`src/rtl/mac_array_seq.sv`:
```
// Job sequencer for the MAC tile array: tile reset, preload, execute and (OS only) psum flush.
// Optional MAC_ARRAY_SEQ_PERF_EN adds a saturating per-job stall counter output.
module mac_array_seq #(
   parameter int col    = 8,
   parameter int row    = 8,
   parameter int cnt_bw = 12
) (
   input  logic              clk,
   input  logic              reset,
   input  logic              start,
   input  logic              is_os,
   input  logic              act_2b_mode,
   input  logic [cnt_bw-1:0] num_exec,
   input  logic              l0_valid,
   output logic              l0_rd,
   output logic              tile_reset,
   output logic [2:0]        inst_w,
   output logic              is_os_out,
   output logic              act_2b_out,
   output logic              busy,
`ifdef MAC_ARRAY_SEQ_PERF_EN
   output logic [15:0]       stall_cnt,
`endif
   output logic              done
);

   localparam int CNT_A   = $clog2(3*col + 1);
   localparam int CNT_B   = $clog2(row + col + 1);
   localparam int CNT_AB  = (CNT_A > CNT_B) ? CNT_A : CNT_B;
   localparam int CNT_W   = (CNT_AB > cnt_bw) ? CNT_AB : cnt_bw;
   localparam int FLUSH_N = row + col - 1;

   typedef enum logic [2:0] {
      S_IDLE, S_CLR, S_LOAD, S_GAP, S_EXEC, S_FLUSH, S_DONE
   } state_t;

   state_t            r_state;
   logic [CNT_W-1:0]  r_cnt;
   logic [cnt_bw-1:0] r_num_exec;
   logic              r_is_os;
   logic              r_act_2b;
   logic              r_l0_rd;
   logic              r_tile_reset;
   logic [2:0]        r_inst;
   logic              r_busy;
   logic              r_done;

   logic [CNT_W-1:0]  w_load_len;
   logic [CNT_W-1:0]  w_exec_len;
   logic              w_slot;
   logic              w_slot_load;

`ifdef MAC_ARRAY_SEQ_PERF_EN
   logic [15:0]       r_stall_cnt;

   function automatic logic [15:0] sat_inc16(input logic [15:0] v);
      return (v == 16'hFFFF) ? v : v + 16'd1;
   endfunction

   assign stall_cnt = r_stall_cnt;
`endif

   assign w_load_len = r_is_os  ? CNT_W'(row) :
                       r_act_2b ? CNT_W'(col) : CNT_W'(3*col);
   assign w_exec_len = CNT_W'(r_num_exec);

   // Next cycle is a LOAD/EXEC slot opportunity (issued or bubbled depending on l0_valid).
   assign w_slot_load = (r_state == S_CLR) || (r_state == S_LOAD && r_cnt != w_load_len);
   assign w_slot      = w_slot_load ||
                        (r_state == S_GAP  && w_exec_len != '0) ||
                        (r_state == S_EXEC && r_cnt != w_exec_len);

   always_ff @(posedge clk) begin
      if (reset) begin
         r_state      <= S_IDLE;
         r_cnt        <= '0;
         r_num_exec   <= '0;
         r_is_os      <= 1'b0;
         r_act_2b     <= 1'b0;
         r_l0_rd      <= 1'b0;
         r_tile_reset <= 1'b0;
         r_inst       <= 3'b000;
         r_busy       <= 1'b0;
         r_done       <= 1'b0;
`ifdef MAC_ARRAY_SEQ_PERF_EN
         r_stall_cnt  <= '0;
`endif
      end else begin
         r_l0_rd      <= 1'b0;
         r_tile_reset <= 1'b0;
         r_inst       <= 3'b000;
         r_done       <= 1'b0;
         if (w_slot) begin
            r_state <= w_slot_load ? S_LOAD : S_EXEC;
            if (l0_valid) begin
               r_inst  <= w_slot_load ? 3'b001 : 3'b010;
               r_l0_rd <= 1'b1;
               r_cnt   <= r_cnt + 1'b1;
            end
`ifdef MAC_ARRAY_SEQ_PERF_EN
            else begin
               r_stall_cnt <= sat_inc16(r_stall_cnt);
            end
`endif
         end else begin
            case (r_state)
               S_IDLE: begin
                  if (start) begin
                     r_state      <= S_CLR;
                     r_is_os      <= is_os;
                     r_act_2b     <= act_2b_mode;
                     r_num_exec   <= num_exec;
                     r_cnt        <= '0;
                     r_busy       <= 1'b1;
                     r_tile_reset <= 1'b1;
`ifdef MAC_ARRAY_SEQ_PERF_EN
                     r_stall_cnt  <= '0;
`endif
                  end
               end
               S_LOAD: begin
                  r_state <= S_GAP;
                  r_cnt   <= '0;
               end
               S_GAP, S_EXEC: begin
                  // Execute finished (or empty): OS drains psums, WS completes directly.
                  if (r_is_os) begin
                     r_state <= S_FLUSH;
                     r_inst  <= 3'b100;
                     r_cnt   <= CNT_W'(1);
                  end else begin
                     r_state <= S_DONE;
                     r_done  <= 1'b1;
                     r_cnt   <= '0;
                  end
               end
               S_FLUSH: begin
                  if (r_cnt == CNT_W'(FLUSH_N)) begin
                     r_state <= S_DONE;
                     r_done  <= 1'b1;
                     r_cnt   <= '0;
                  end else begin
                     r_inst <= 3'b100;
                     r_cnt  <= r_cnt + 1'b1;
                  end
               end
               default: begin
                  r_state <= S_IDLE;
                  r_busy  <= 1'b0;
                  r_cnt   <= '0;
               end
            endcase
         end
      end
   end

   assign l0_rd      = r_l0_rd;
   assign tile_reset = r_tile_reset;
   assign inst_w     = r_inst;
   assign is_os_out  = r_is_os;
   assign act_2b_out = r_act_2b;
   assign busy       = r_busy;
   assign done       = r_done;

endmodule

```
`config.mk`:
```
export PLATFORM = sky130hd
export DESIGN_NAME = mac_array_seq
export DESIGN_NICKNAME = d
export VERILOG_FILES = /design/src/rtl/mac_array_seq.sv
export SDC_FILE = /design/constraint.sdc
export NUM_CORES = 1
export LEC_CHECK = 0
export ABC_AREA = 1
export ABC_CLOCK_PERIOD_IN_PS = 1600
export CORE_MARGIN = 1.5
export CORE_UTILIZATION = 49
export DETAILED_ROUTE_END_ITERATION = 16
export PLACE_DENSITY = 0.87
export SETUP_SLACK_MARGIN = 0.1
export SYNTH_ARGS = -nofsm -noshare
export SYNTH_HDL_FRONTEND = slang
export SYNTH_SLANG_ARGS = --single-unit
```
`constraint.sdc`:
```
create_clock -name clk -period 1.6 [get_ports clk]
set_input_delay 0.24 -clock clk [delete_from_list [all_inputs] [get_ports clk]]
set_output_delay 0.24 -clock clk [all_outputs]
set_load 0.03 [all_outputs]
```
Yosys cells after proc, flatten, opt, wreduce, memory -nomap -nowiden
Cells that the tools add are included.
{"block": "op_classes", "add_sub_neg": 1, "multipliers": 0, "div_mod_pow": 0, "n_lt_le_gt_ge": 0, "n_eq_ne": 12, "n_shift": 0, "muxes": 27, "n_bitwise": 3, "reduce_logical": 17}
{"cell": "two-way mux 12 bit", "n": 4}
{"cell": "case mux 12 bit (3 select lines)", "n": 1}
{"cell": "two-way mux 3 bit", "n": 7}
{"cell": "adder 12 x 1 -> 12 bit, second input constant", "n": 1}
{"cell": "== test 12 x 4 -> 1 bit, second input constant", "n": 1}
{"cell": "!= test 12 bit", "n": 1}
{"cell": "!= test 12 x 5 -> 1 bit", "n": 1}
{"cell": "case mux 3 bit (4 select lines)", "n": 1}
{"cell": "nonzero test 12 bit", "n": 1}
{"cell": "two-way mux 5 bit", "n": 2}
{"cell": "== test 3 x 2 -> 1 bit, second input constant", "n": 2}
{"cell": "== test 3 bit, second input constant", "n": 2}
{"cell": "two-way mux 1 bit", "n": 6}
{"cell": "two-way mux 2 bit", "n": 3}
{"cell": "!= test 3 bit, second input constant", "n": 2}
{"cell": "case mux 3 bit (2 select lines)", "n": 1}
{"cell": "AND reduction 3 bit", "n": 2}
{"cell": "OR reduction 2 bit", "n": 3}
{"cell": "!= test 2 bit, second input constant", "n": 2}
{"cell": "case mux 1 bit (2 select lines)", "n": 2}
{"cell": "AND reduction 2 bit", "n": 2}
{"cell": "OR reduction 4 bit", "n": 1}
{"cell": "== test 3 x 1 -> 1 bit, second input constant", "n": 1}
{"cell": "logical AND 1 bit", "n": 3}
{"cell": "4 further kinds", "n": 8}
{"block": "word_totals", "ff_bits": 36, "latch_bits": 0, "ram_bits": 0, "mem_bits_ro": 0, "input_bits": 18, "output_inout_bits": 9, "mem_count": 0}

Logic depth before layout (Yosys ltp)
Gate-level depths: netlist of the first run.
{"block": "logic_depth", "depth_word": 9, "depth_mapped": 17, "depth_no_buf": 16}

Least setup slack after synthesis of the first run
No wires, ideal clock.
{"block": "synth_timing", "kind": "register -> register", "startpoint": "register r_cnt[0]", "endpoint": "register r_cnt[1]", "t_arrival_ns": 1.607, "setup_slack_ns": -0.121, "stages_incl_launch_ff": 17, "n_path_buf": 1, "cell_sequence": "dfxtp_1 inv_1 ha_1 inv_1 nor2_1 nand2_1 nor2_1 nand3_1 nand2_2 nand2_4 nor2_8 nand2_4 nand2_2 nand2_2 buf_6 a21oi_1 nor2_1"}
{"block": "synth_between", "elab_chain_cells": 7, "word_cells_on_any_way": 16, "cone_classes": "add/sub: 1; eq/ne: 5; mux: 4; reduce/logical: 6"}
{"element": "start: declaration", "line": "38", "rtl": "logic [CNT_W-1:0] r_cnt;"}
{"element": "start signal: assignment", "line": "98", "rtl": "r_cnt <= r_cnt + 1'b1;"}
{"element": "start signal: assignment", "line": "144", "rtl": "r_cnt <= r_cnt + 1'b1;"}
{"element": "parallel branches: the longest is 7 deep, another holds adder 12 x 1 -> 12 bit"}
Several ways; the timed one is not identified. The select of a mux whose other input is x is not followed.
A chain may end at the register's enable or synchronous reset.

Final worst setup path of the first run
{"block": "layout_timing", "startpoint": "register r_cnt[3]", "endpoint": "register r_cnt[9]"}
The elaborated chain is that of the path after synthesis.

==> results of run 1 <==
==> stage by stage <==
stage / util / setup slack [ns] / power, uW
3_3_place_gp: 0.656 / -0.225 / 4070
2_1_floorplan: - / -0.0748 / 3190
4_1_cts: 0.710 / -0.146 / 5120
5_1_grt: 0.723 / -0.387 / 5720
3_5_place_dp: 0.656 / -0.243 / 4160
6_report: 0.723 / -0.294 / 5340
==> layer usage <==
layer / routed length [um] / vias up / global-route usage / part of all wire
met2: 2990 / 90 / 0.475 / 0.50
met3: 348 / 26 / 0.0567 / 0.058
met4: 255 / 0 / 0.156 / 0.043
met5: 0 / - / 0 / 0
met1: 2400 / 1010 / 0.322 / 0.40
li1: - / 1109 / - / -
==> worst max path at each step <==
stage	startpoint	end	slack, ns	cells past startpoint
finish	r_cnt[3]	r_cnt[9]	-0.29	11
global route	r_cnt[6]	r_cnt[9]	-0.39	11
CTS	r_cnt[0]	r_cnt[11]	-0.15	16
detailed placement	r_cnt[1]	r_cnt[3]	-0.24	11
global placement	r_cnt[1]	r_cnt[4]	-0.23	11
floorplan	r_cnt[0]	r_cnt[1]	-0.07	16
==> synthesized netlist by cell type <==
master / count
buf_2: 2
nor2_1: 45
xor2_1: 9
o21ai_0: 13
inv_2: 1
a21oi_1: 22
inv_1: 48
nand3_1: 18
nand2_1: 80
ha_1: 2
clkinv_1: 1
nand4_1: 7
xnor2_1: 6
nand2_4: 2
nor3_1: 6
nor2_8: 1
buf_6: 1
clkbuf_1: 3
nand2_2: 8
nand3_2: 2
dfxtp_1: 36
==> worst min-delay path: cells and delay by family, from the launching register on <==
kind	cells	cell delay, ns
buffers and inverters	1	0.07
flip-flops	1	0.32
AO/OA/AOI/OAI	1	0.06
==> state kept, by name (all words and copies together) (netlist names) <==
register	count
inst_w	3
r_cnt	12
busy	1
act_2b_out	1
is_os_out	1
tile_reset	1
r_num_exec	12
r_state	3
l0_rd	1
done	1
==> cell families after synthesis <==
family / after synthesis
xor+xnor: 15
simple gates: 169
compound gates: 35
buf+inv: 56
fa+ha+maj: 2
flops: 36
==> power by group through the flow <==
stage,registers (uW),clock network (uW),logic (uW)
floorplan,1430,0,1760
global placement,1360,0,2710
detailed placement,1370,0,2790
CTS,1370,587,3160
global route,1420,624,3670
finish,1400,587,3350
==> repair_timing <==
item | CTS | global route
pin swaps | 9 | 4
resized for setup | 38 | 16
setup endpoints to repair | 28 | 31
cloned | 1 | 0
hold endpoints to repair | 0 | 0
buffers inserted | 4 | 1
==> final cells by class <==
| cell class | count | area (um2) | share of cell area |
|---|---|---|---|
| Clock buffer | 5 | 68.8 | 0.0240 |
| Inverter | 50 | 190 | 0.0662 |
| Multi-Input combinational cell | 222 | 1220 | 0.426 |
| Sequential cell | 36 | 731 | 0.254 |
| Tap cell | 50 | 62.6 | 0.0218 |
| Timing Repair Buffer | 68 | 596 | 0.207 |
==> run_results.csv, run 1 <==
group,metric,value,unit
outcome,status,"finished with violations",
outcome,violations,"negative setup slack",
floorplan,rows,23,
clocking,cts.clk_slew.worst_paths,0.07,ns
setup_path,crit_arrival,2.08,ns
synth,yosysWarnings,0,
global_route,grt_pass1_vias,2083,
clocking,cts_tree,"built",
global_route,antenna_found_initial,0,
synth,netlist.area_leader.share,0.357,
floorplan,core_area,0.00397,mm2
cells_and_area,area_growth,42.3,%
flow_run,cap_violations,0,
drt,vias_per_cell,5.19,
cells_and_area,stdcell_area,0.00287,mm2
setup_path,rr_worst_depth,11,
power_and_ir_drop,p_per_area,1860,mW/mm2
setup_path,crit_top_cell,"nand2_1",
sta,min_period,1.89,ns
synth,synth-compound-area-share,0.0868,
synth,yosys_register_bits,36,
drt,ant_nets,0,
place,dpl-instance-area,0.00261,mm2
global_route,grt_start_max_net_pins,25,
place,placed_cells,420,
clocking,cts_sinks,36,
synth,synthSimpleGateAreaFrac,0.369,
power_and_ir_drop,p_comb_frac,0.628,
sta,period_share,1.18,
synth,syn-num-nets,333,
synth,yosysUniqueCellTypes,21,
drt,drt_pass1_iterations,4,
synth,synth_fa_ha_area_frac,0.0124,
drt,drcViolationCount,0,
power_and_ir_drop,seqPwrFrac,0.262,
synth,synthMuxAreaShare,0,
setup_path,cpMaxStageDelayCell,"dfxtp_1",
min_path,hp-class,"reg -> reg",
cells_and_area,finish.net_count,403,
drt,drtIter0Drc,119,
min_path,worstHoldEndpoint,"r_num_exec[4]",
synth,synth-xor-area-share,0.0651,
setup_path,cp_cell_sequence,"buf_4 -> nand2_1 -> nor3_1 -> nand2_1 -> nor2_1 -> xor2_1 -> inv_1 -> nand2_1 -> nand2_1 -> nand2_1 -> nor2_1",
clocking,clockRootBuffer,"clkbuf_8",
synth,synth_top_family_by_area,"simple AND/OR/NAND/NOR gates",
synth,syn-mean-instance-area,6.45,um2
cells_and_area,drive_above_1_share,0.236,
floorplan,start_util,0.508,
sta,finClkSkew,0.00894,ns
min_path,hp-start,"r_num_exec[4]",
drt,drt_wl_total,5990,um
clocking,postCtsHoldBufs,0,
sta,setup-violations-final,20,
min_path,holdPathStages,2,
power_and_ir_drop,peakVddDrop,990,uV
sta,hold_violations,0,
setup_path,r2r-start,"r_cnt[3]",
drt,wl_per_cell,13.9,um
sta,slew_violations,0,
power_and_ir_drop,switchingPower,2500,uW
sta,clock.fmax,528,MHz
floorplan,dieHeight,67.2,um
setup_path,timing.rr.end,"r_cnt[9]",
clocking,cts_buffers,5,
place,gp_congestion,0.914,
power_and_ir_drop,pwr-share-clk,0.110,
cells_and_area,stdcell_count,431,
sta,rsz0062_at_grt,"true",
drt,vias,2235,
place,dpl.hpwl,3970,um
cells_and_area,antennaDiodeCount,0,
synth,synth_cells,313,
cells_and_area,final_cell_mix,"nand2_1 (72), inv_1 (43), nor2_1 (42)",
global_route,grt_pass1_wl,9270,um
global_route,grt.overflow.total,0,
power_and_ir_drop,sw_frac_of_total,0.469,
place,numPortBuffers,26,
setup_path,critPathMaxFanout,4,
setup_path,worst_setup_path_start_kind,"flip-flop",
setup_path,reg2reg_slack,-0.29,ns
sta,relSlewSlack,0.700,
setup_path,worstPathRequired,1.79,ns
synth,synth_top_area_cell,"dfxtp_1",
synth,synth_area,0.00202,mm2
global_route,grtUsageTotal,0.277,
floorplan,io_pins,27,
clocking,clk_latency,0.29,ns
clocking,cts_htree_levels,2,
sta,worst_slew_pin_slew,0.445,ns
setup_path,crit_buf_inv,2,
setup_path,cp-end-kind,"flip-flop",
sta,finalSetupTns,-3.58,ns
power_and_ir_drop,p_leak,0.00143,uW
sta,setup_ws,-0.294,ns
synth,synthTopCellsByArea,"dfxtp_1 (36%), nand2_1 (15%), inv_1 (8.9%)",
setup_path,crit_family,"simple AND/OR/NAND/NOR gates",
floorplan,die_w,67.2,um
synth,seq_area_frac_synth,0.357,
power_and_ir_drop,internal-power,2830,uW
sta,hold_ws,0.491,ns
cells_and_area,final_common_cell,"nand2_1",
cells_and_area,n_fill_cell,292,
floorplan,dieArea,0.00451,mm2
setup_path,max_stage_delay,0.45,ns
setup_path,critPathKind,"reg -> reg",
clocking,clk_path_buf_depth,2,
(Power assumes the default switching activity.)
==> inputs of run 2 (changes only) <==
--- a/config.mk
+++ b/config.mk
@@ -5,12 +5,13 @@
 export SDC_FILE = /design/constraint.sdc
 export NUM_CORES = 1
 export LEC_CHECK = 0
-export ABC_AREA = 1
 export ABC_CLOCK_PERIOD_IN_PS = 1600
 export CORE_MARGIN = 1.5
 export CORE_UTILIZATION = 49
+export CTS_CLUSTER_DIAMETER = 150
 export DETAILED_ROUTE_END_ITERATION = 16
 export PLACE_DENSITY = 0.87
+export REMOVE_ABC_BUFFERS = 1
 export SETUP_SLACK_MARGIN = 0.1
 export SYNTH_ARGS = -nofsm -noshare
 export SYNTH_HDL_FRONTEND = slang
==> run_results.csv, run 2 <==
group,metric,value,unit
cells_and_area,antennaDiodeCount,0,
synth,synthTopCellsByArea,"dfxtp_1 (36%), nand2_1 (7.2%), a21oi_1 (6.6%)",
setup_path,worstPathRequired,1.81,ns
synth,synth_area,0.00198,mm2
drt,drcViolationCount,0,
setup_path,cpMaxStageDelayCell,"or3b_2",
synth,synth_cells,236,
setup_path,rr_worst_depth,8,
min_path,hp-class,"in -> reg",
sta,setup-violations-final,20,
global_route,antenna_found_initial,0,
global_route,grtUsageTotal,0.320,
floorplan,dieArea,0.00443,mm2
synth,synth.most_common_cell,"nand2_1",
synth,synthArstFlopShare,0,
synth,netlist.area_leader.share,0.364,
outcome,status,"finished with violations",
setup_path,cp-end-kind,"flip-flop",
clocking,clk_latency,0.30,ns
sta,finClkSkew,0.0103,ns
synth,synth_flop_cell,"dfxtp_1",
setup_path,path_depth,8,
power_and_ir_drop,pwr-share-clk,0.167,
place,dpl.hpwl,4090,um
drt,drt_pass1_iterations,4,
synth,yosysUniqueCellTypes,54,
sta,rsz0062_at_grt,"true",
place,gp_congestion,0.958,
drt,drtIter0Drc,150,
setup_path,crit_arrival,2.19,ns
cells_and_area,reg.largest.list,"r_cnt: 12 flops, r_num_exec: 12 flops",
setup_path,max_stage_delay,0.51,ns
setup_path,cp_cell_sequence,"or3b_2 -> a41oi_2 -> nor2_1 -> buf_4 -> a31oi_4 -> buf_4 -> nand3b_1 -> o31ai_1",
power_and_ir_drop,p_comb_frac,0.557,
sta,slew_violations,0,
setup_path,crit_buf_inv,2,
power_and_ir_drop,peakVddDrop,761,uV
clocking,cts.clk_slew.worst_paths,0.08,ns
drt,ant_nets,0,
clocking,cts_sinks,36,
floorplan,dieHeight,66.5,um
global_route,grt_pass1_vias,2303,
floorplan,die_w,66.5,um
sta,worst_slew_pin_slew,0.382,ns
power_and_ir_drop,switchingPower,1710,uW
cells_and_area,stdcell_count,380,
synth,synth_common_cells,"nand2_1 (38), dfxtp_1 (36), a21oi_1 (26), inv_1 (14), xnor2_1 (13)",
cells_and_area,area_growth,55.5,%
synth,yosys_register_bits,36,
synth,syn-mean-instance-area,8.38,um2
global_route,grt_start_max_net_pins,19,
setup_path,critPathKind,"reg -> reg",
cells_and_area,final_cell_mix,"buf_4 (66), nand2_1 (38), dfxtp_1 (31)",
drt,drt_wl_total,6690,um
sta,min_period,1.98,ns
sta,hold_violations,0,
cells_and_area,drive_above_1_share,0.410,
sta,finalSetupTns,-6.14,ns
floorplan,core_area,0.00377,mm2
flow_run,cap_violations,0,
sta,clock.fmax,505,MHz
clocking,cts_buffers,5,
setup_path,crit_family,"simple AND/OR/NAND/NOR gates",
drt,vias_per_cell,5.85,
setup_path,worst_setup_path_start_kind,"flip-flop",
power_and_ir_drop,p_leak,0.00124,uW
synth,seq_area_frac_synth,0.364,
sta,setup_ws,-0.380,ns
clocking,clockRootBuffer,"clkbuf_8",
synth,synth_top_area_cell,"dfxtp_1",
clocking,clk_path_buf_depth,2,
cells_and_area,finish.net_count,351,
sta,relSlewSlack,0.745,
setup_path,crit_top_cell,"buf_4",
drt,wl_per_cell,17.6,um
floorplan,io_pins,27,
cells_and_area,final_common_cell,"buf_4",
power_and_ir_drop,seqPwrFrac,0.276,
power_and_ir_drop,p_per_area,1370,mW/mm2
synth,synth_edf_count,0,
outcome,violations,"negative setup slack",
power_and_ir_drop,sw_frac_of_total,0.405,
global_route,grt_pass1_wl,10500,um
clocking,cts_htree_levels,2,
clocking,cts_tree,"built",
drt,vias,2224,
floorplan,rows,22,
setup_path,critPathMaxFanout,5,
global_route,grt.overflow.total,0,
place,numPortBuffers,26,
power_and_ir_drop,internal-power,2510,uW
floorplan,start_util,0.525,
min_path,holdPathStages,3,
place,placed_cells,362,
sta,period_share,1.24,
synth,yosysWarnings,0,
## run 2: cell type report
| cell class | instances | area [um2] |
|---|---|---|
| multi-input cells | 176 | 1310 |
| fillers | 224 | 696 |
| inverters | 14 | 55.1 |
| well taps | 48 | 60.1 |
| clock inverters | 2 | 13.8 |
| repair buffers | 98 | 828 |
| clock buffers | 6 | 82.6 |
| flip-flops and latches | 36 | 729 |
## run 2: final timing paths
| kind | end | startpoint | slack (ns) |
|---|---|---|---|
| setup / recovery | r_cnt[11] | r_state[0] | -0.38 |
| hold / removal | r_num_exec[7] | num_exec[7] | 0.48 |
| setup reg to reg | r_cnt[11] | r_state[0] | -0.38 |
| hold reg to reg | r_num_exec[9] | r_num_exec[9] | 0.51 |
## run 2: power by group through the flow
stage	logic [uW]	clock network, uW	registers [uW]
floorplan	817	0	1280
global placement	1860	0	1160
detailed placement	1900	0	1160
CTS	2120	702	1150
global route	2500	745	1180
finish	2350	705	1160
## run 2: timing repair
item,in CTS,in global routing
gates resized for setup,42,20
buffers inserted,7,3
hold buffers,0,0
hold endpoints to repair,0,0
pin swaps,4,6
cloned,0,2
endpoints found under the setup margin,29,37
## run 2: worst min-delay path, cell delays in order
cell,delay (ns)
clkdlybuf4s50_1,0.39
nand2_1,0.05
a21oi_1,0.05
## run 2: cells by family after synthesis
kind of cell,share of synthesized area
buffers and inverters,0.0689
xor gates and xnor gates,0.0620
AOI/OAI and AO/OA,0.232
and+or+nand+nor,0.260
DFF,0.364
adders and majority gates,0.0126
## run 2: routing by layer
layer | track usage | routed length (um) | up-vias
met2 | 0.594 | 3450 | 90
li1 | - | - | 1026
met4 | 0.179 | 276 | 0
met1 | 0.340 | 2630 | 1077
met3 | 0.0490 | 323 | 31
met5 | 0 | 0 | -
## run 2: through the flow
stage | hold slack (ns) | cell area [um2] | util | power, uW | worst slack, ns
5_1_grt | 0.506 | 3080 | 0.816 | 4420 | -0.458
3_5_place_dp | 0.469 | 2710 | 0.717 | 3060 | -0.458
2_1_floorplan | 0.309 | 1890 | - | 2100 | -0.481
3_3_place_gp | 0.461 | 2710 | 0.717 | 3020 | -0.378
6_report | 0.483 | 3080 | 0.816 | 4220 | -0.380
4_1_cts | 0.478 | 2970 | 0.788 | 3960 | -0.318
==> inputs of run 3 (changes only) <==
--- a/config.mk
+++ b/config.mk
@@ -7,10 +7,12 @@
 export LEC_CHECK = 0
 export ABC_CLOCK_PERIOD_IN_PS = 1600
 export CORE_MARGIN = 1.5
-export CORE_UTILIZATION = 49
+export CORE_UTILIZATION = 51
+export CTS_BUF_LIST = sky130_fd_sc_hd__clkbuf_8
 export CTS_CLUSTER_DIAMETER = 150
 export DETAILED_ROUTE_END_ITERATION = 16
-export PLACE_DENSITY = 0.87
+export MAX_ROUTING_LAYER = met4
+export PLACE_DENSITY_LB_ADDON = 0.1
 export REMOVE_ABC_BUFFERS = 1
 export SETUP_SLACK_MARGIN = 0.1
 export SYNTH_ARGS = -nofsm -noshare
==> run_results.csv, run 3 (synthesized netlist as in run 2, its figures left out) <==
group,metric,value,unit
min_path,holdPathStages,3,
power_and_ir_drop,p_per_area,1340,mW/mm2
sta,slew_violations,0,
sta,finalSetupTns,-5.26,ns
power_and_ir_drop,sw_frac_of_total,0.381,
outcome,status,"finished with violations",
cells_and_area,multi_input_area,0.00129,mm2
global_route,antenna_found_initial,0,
drt,ant_nets,0,
place,numPortBuffers,26,
power_and_ir_drop,peakVddDrop,816,uV
floorplan,dieArea,0.00426,mm2
setup_path,worstPathRequired,1.80,ns
power_and_ir_drop,switchingPower,1550,uW
setup_path,timing.rr.end,"r_cnt[9]",
min_path,hp-class,"in -> reg",
floorplan,rows,22,
clocking,clockRootBuffer,"clkbuf_8",
cells_and_area,reg.largest.list,"r_cnt: 12 flops, r_num_exec: 12 flops",
cells_and_area,final_cell_mix,"buf_4 (56), nand2_1 (38), dfxtp_1 (26)",
drt,vias_per_cell,5.45,
cells_and_area,final_common_cell,"buf_4",
sta,relSlewSlack,0.720,
place,placed_cells,363,
cells_and_area,utilization,0.824,
clocking,clk_path_buf_depth,2,
sta,hold_ws,0.485,ns
power_and_ir_drop,pwr-share-clk,0.195,
clocking,cts_buffers,5,
power_and_ir_drop,internal-power,2520,uW
sta,rsz0062_at_grt,"true",
floorplan,dieHeight,65.3,um
sta,period_share,1.22,
cells_and_area,stdcell_count,372,
floorplan,io_pins,27,
min_path,hp-start,"num_exec[7]",
global_route,grtUsageTotal,0.285,
drt,drcViolationCount,0,
setup_path,reg2reg_slack,-0.35,ns
drt,drt_pass1_iterations,4,
place,dpl.hpwl,3920,um
power_and_ir_drop,p_comb_frac,0.521,
global_route,grt_start_max_net_pins,17,
floorplan,start_util,0.536,
sta,finClkSkew,0.00616,ns
min_path,worstHoldEndpoint,"r_num_exec[7]",
power_and_ir_drop,seqPwrFrac,0.284,
global_route,grt_pass1_wl,9030,um
setup_path,crit_arrival,2.15,ns
floorplan,core_area,0.00369,mm2
sta,hold_violations,0,
drt,wl_per_cell,15.2,um
setup_path,critPathMaxFanout,13,
setup_path,critPathKind,"reg -> reg",
clocking,cts_sinks,36,
floorplan,die_w,65.3,um
clocking,cts_tree,"built",
power_and_ir_drop,p_leak,0.00123,uW
cells_and_area,antennaDiodeCount,0,
cells_and_area,n_fill_cell,244,
drt,vias,2028,
cells_and_area,ff_latch_area,736,um2
sta,min_period,1.95,ns
global_route,grt.overflow.total,0,
flow_run,cap_violations,0,
setup_path,worst_setup_path_start_kind,"flip-flop",
place,gp_congestion,0.865,
setup_path,rr_worst_depth,9,
clocking,cts_htree_levels,2,
sta,worst_slew_pin_slew,0.418,ns
drt,drtIter0Drc,94,
sta,setup_ws,-0.349,ns
cells_and_area,finish.net_count,343,
cells_and_area,drive_above_1_share,0.401,
setup_path,r2r-start,"r_cnt[1]",
sta,setup-violations-final,20,
sta,clock.fmax,513,MHz
clocking,clk_latency,0.29,ns
drt,drt_wl_total,5650,um
clocking,cts.clk_slew.worst_paths,0.07,ns
cells_and_area,area_growth,53.7,%
outcome,violations,"negative setup slack",
setup_path,cp-end-kind,"flip-flop",
global_route,grt_pass1_vias,2020,
run 3: through the flow:
step	total power (uW)	instance area [um2]	worst slack, ns
after floorplan	2100	1890	-0.481
after global placement	2990	2730	-0.373
after detailed placement	3020	2730	-0.455
after CTS	3880	2920	-0.325
after global routing	4290	3040	-0.493
final	4070	3040	-0.349
run 3: how the worst max path moves through the flow:
| stage | startpoint | to | slack, ns |
|---|---|---|---|
| floorplan | is_os_out | r_cnt[11] | -0.48 |
| global placement | r_cnt[0] | r_cnt[7] | -0.37 |
| detailed placement | r_cnt[0] | r_cnt[11] | -0.45 |
| CTS | r_cnt[0] | r_cnt[11] | -0.32 |
| global route | r_cnt[4] | r_cnt[11] | -0.49 |
| finish | r_cnt[1] | r_cnt[9] | -0.35 |
run 3: worst max-delay path, cell delays in order (launching register included):
cell and delay (ns):
dfxtp_2 0.34, inv_1 0.07, ha_1 0.13, and4bb_2 0.25
o2111ai_4 0.16, and2_4 0.22, o31ai_4 0.25, buf_12 0.17
a21oi_1 0.08, o31ai_2 0.18
run 3: cell type report:
cell class | instances | share of cell area
clock buffer | 5 | 0.0226
tap | 48 | 0.0198
sequential | 36 | 0.242
inverter | 14 | 0.0173
timing repair buffer | 90 | 0.261
multi-input combinational | 176 | 0.424
clock inverter | 3 | 0.0128
run 3: per-layer routing:
layer	track usage	share of wire	vias up
met2	0.506	0.51	50
met4	0.0859	0.019	0
li1	-	-	1005
met3	0.0514	0.031	11
met1	0.327	0.44	962
met5	-	0	-
run 3: timing repair:
item | in CTS | in global routing
pin swaps | 3 | 7
setup endpoints to repair | 27 | 24
endpoints found under the hold margin | 0 | 0
gates resized for setup | 33 | 27
setup buffers | 0 | 1
hold buffers | 0 | 0
run 3: power groups by stage:
stage	Clock [uW]	Combinational (uW)	Sequential, uW
2_1_floorplan	0	817	1280
3_3_place_gp	0	1840	1150
3_5_place_dp	0	1860	1160
4_1_cts	794	1930	1150
5_1_grt	839	2280	1170
6_report	793	2120	1160
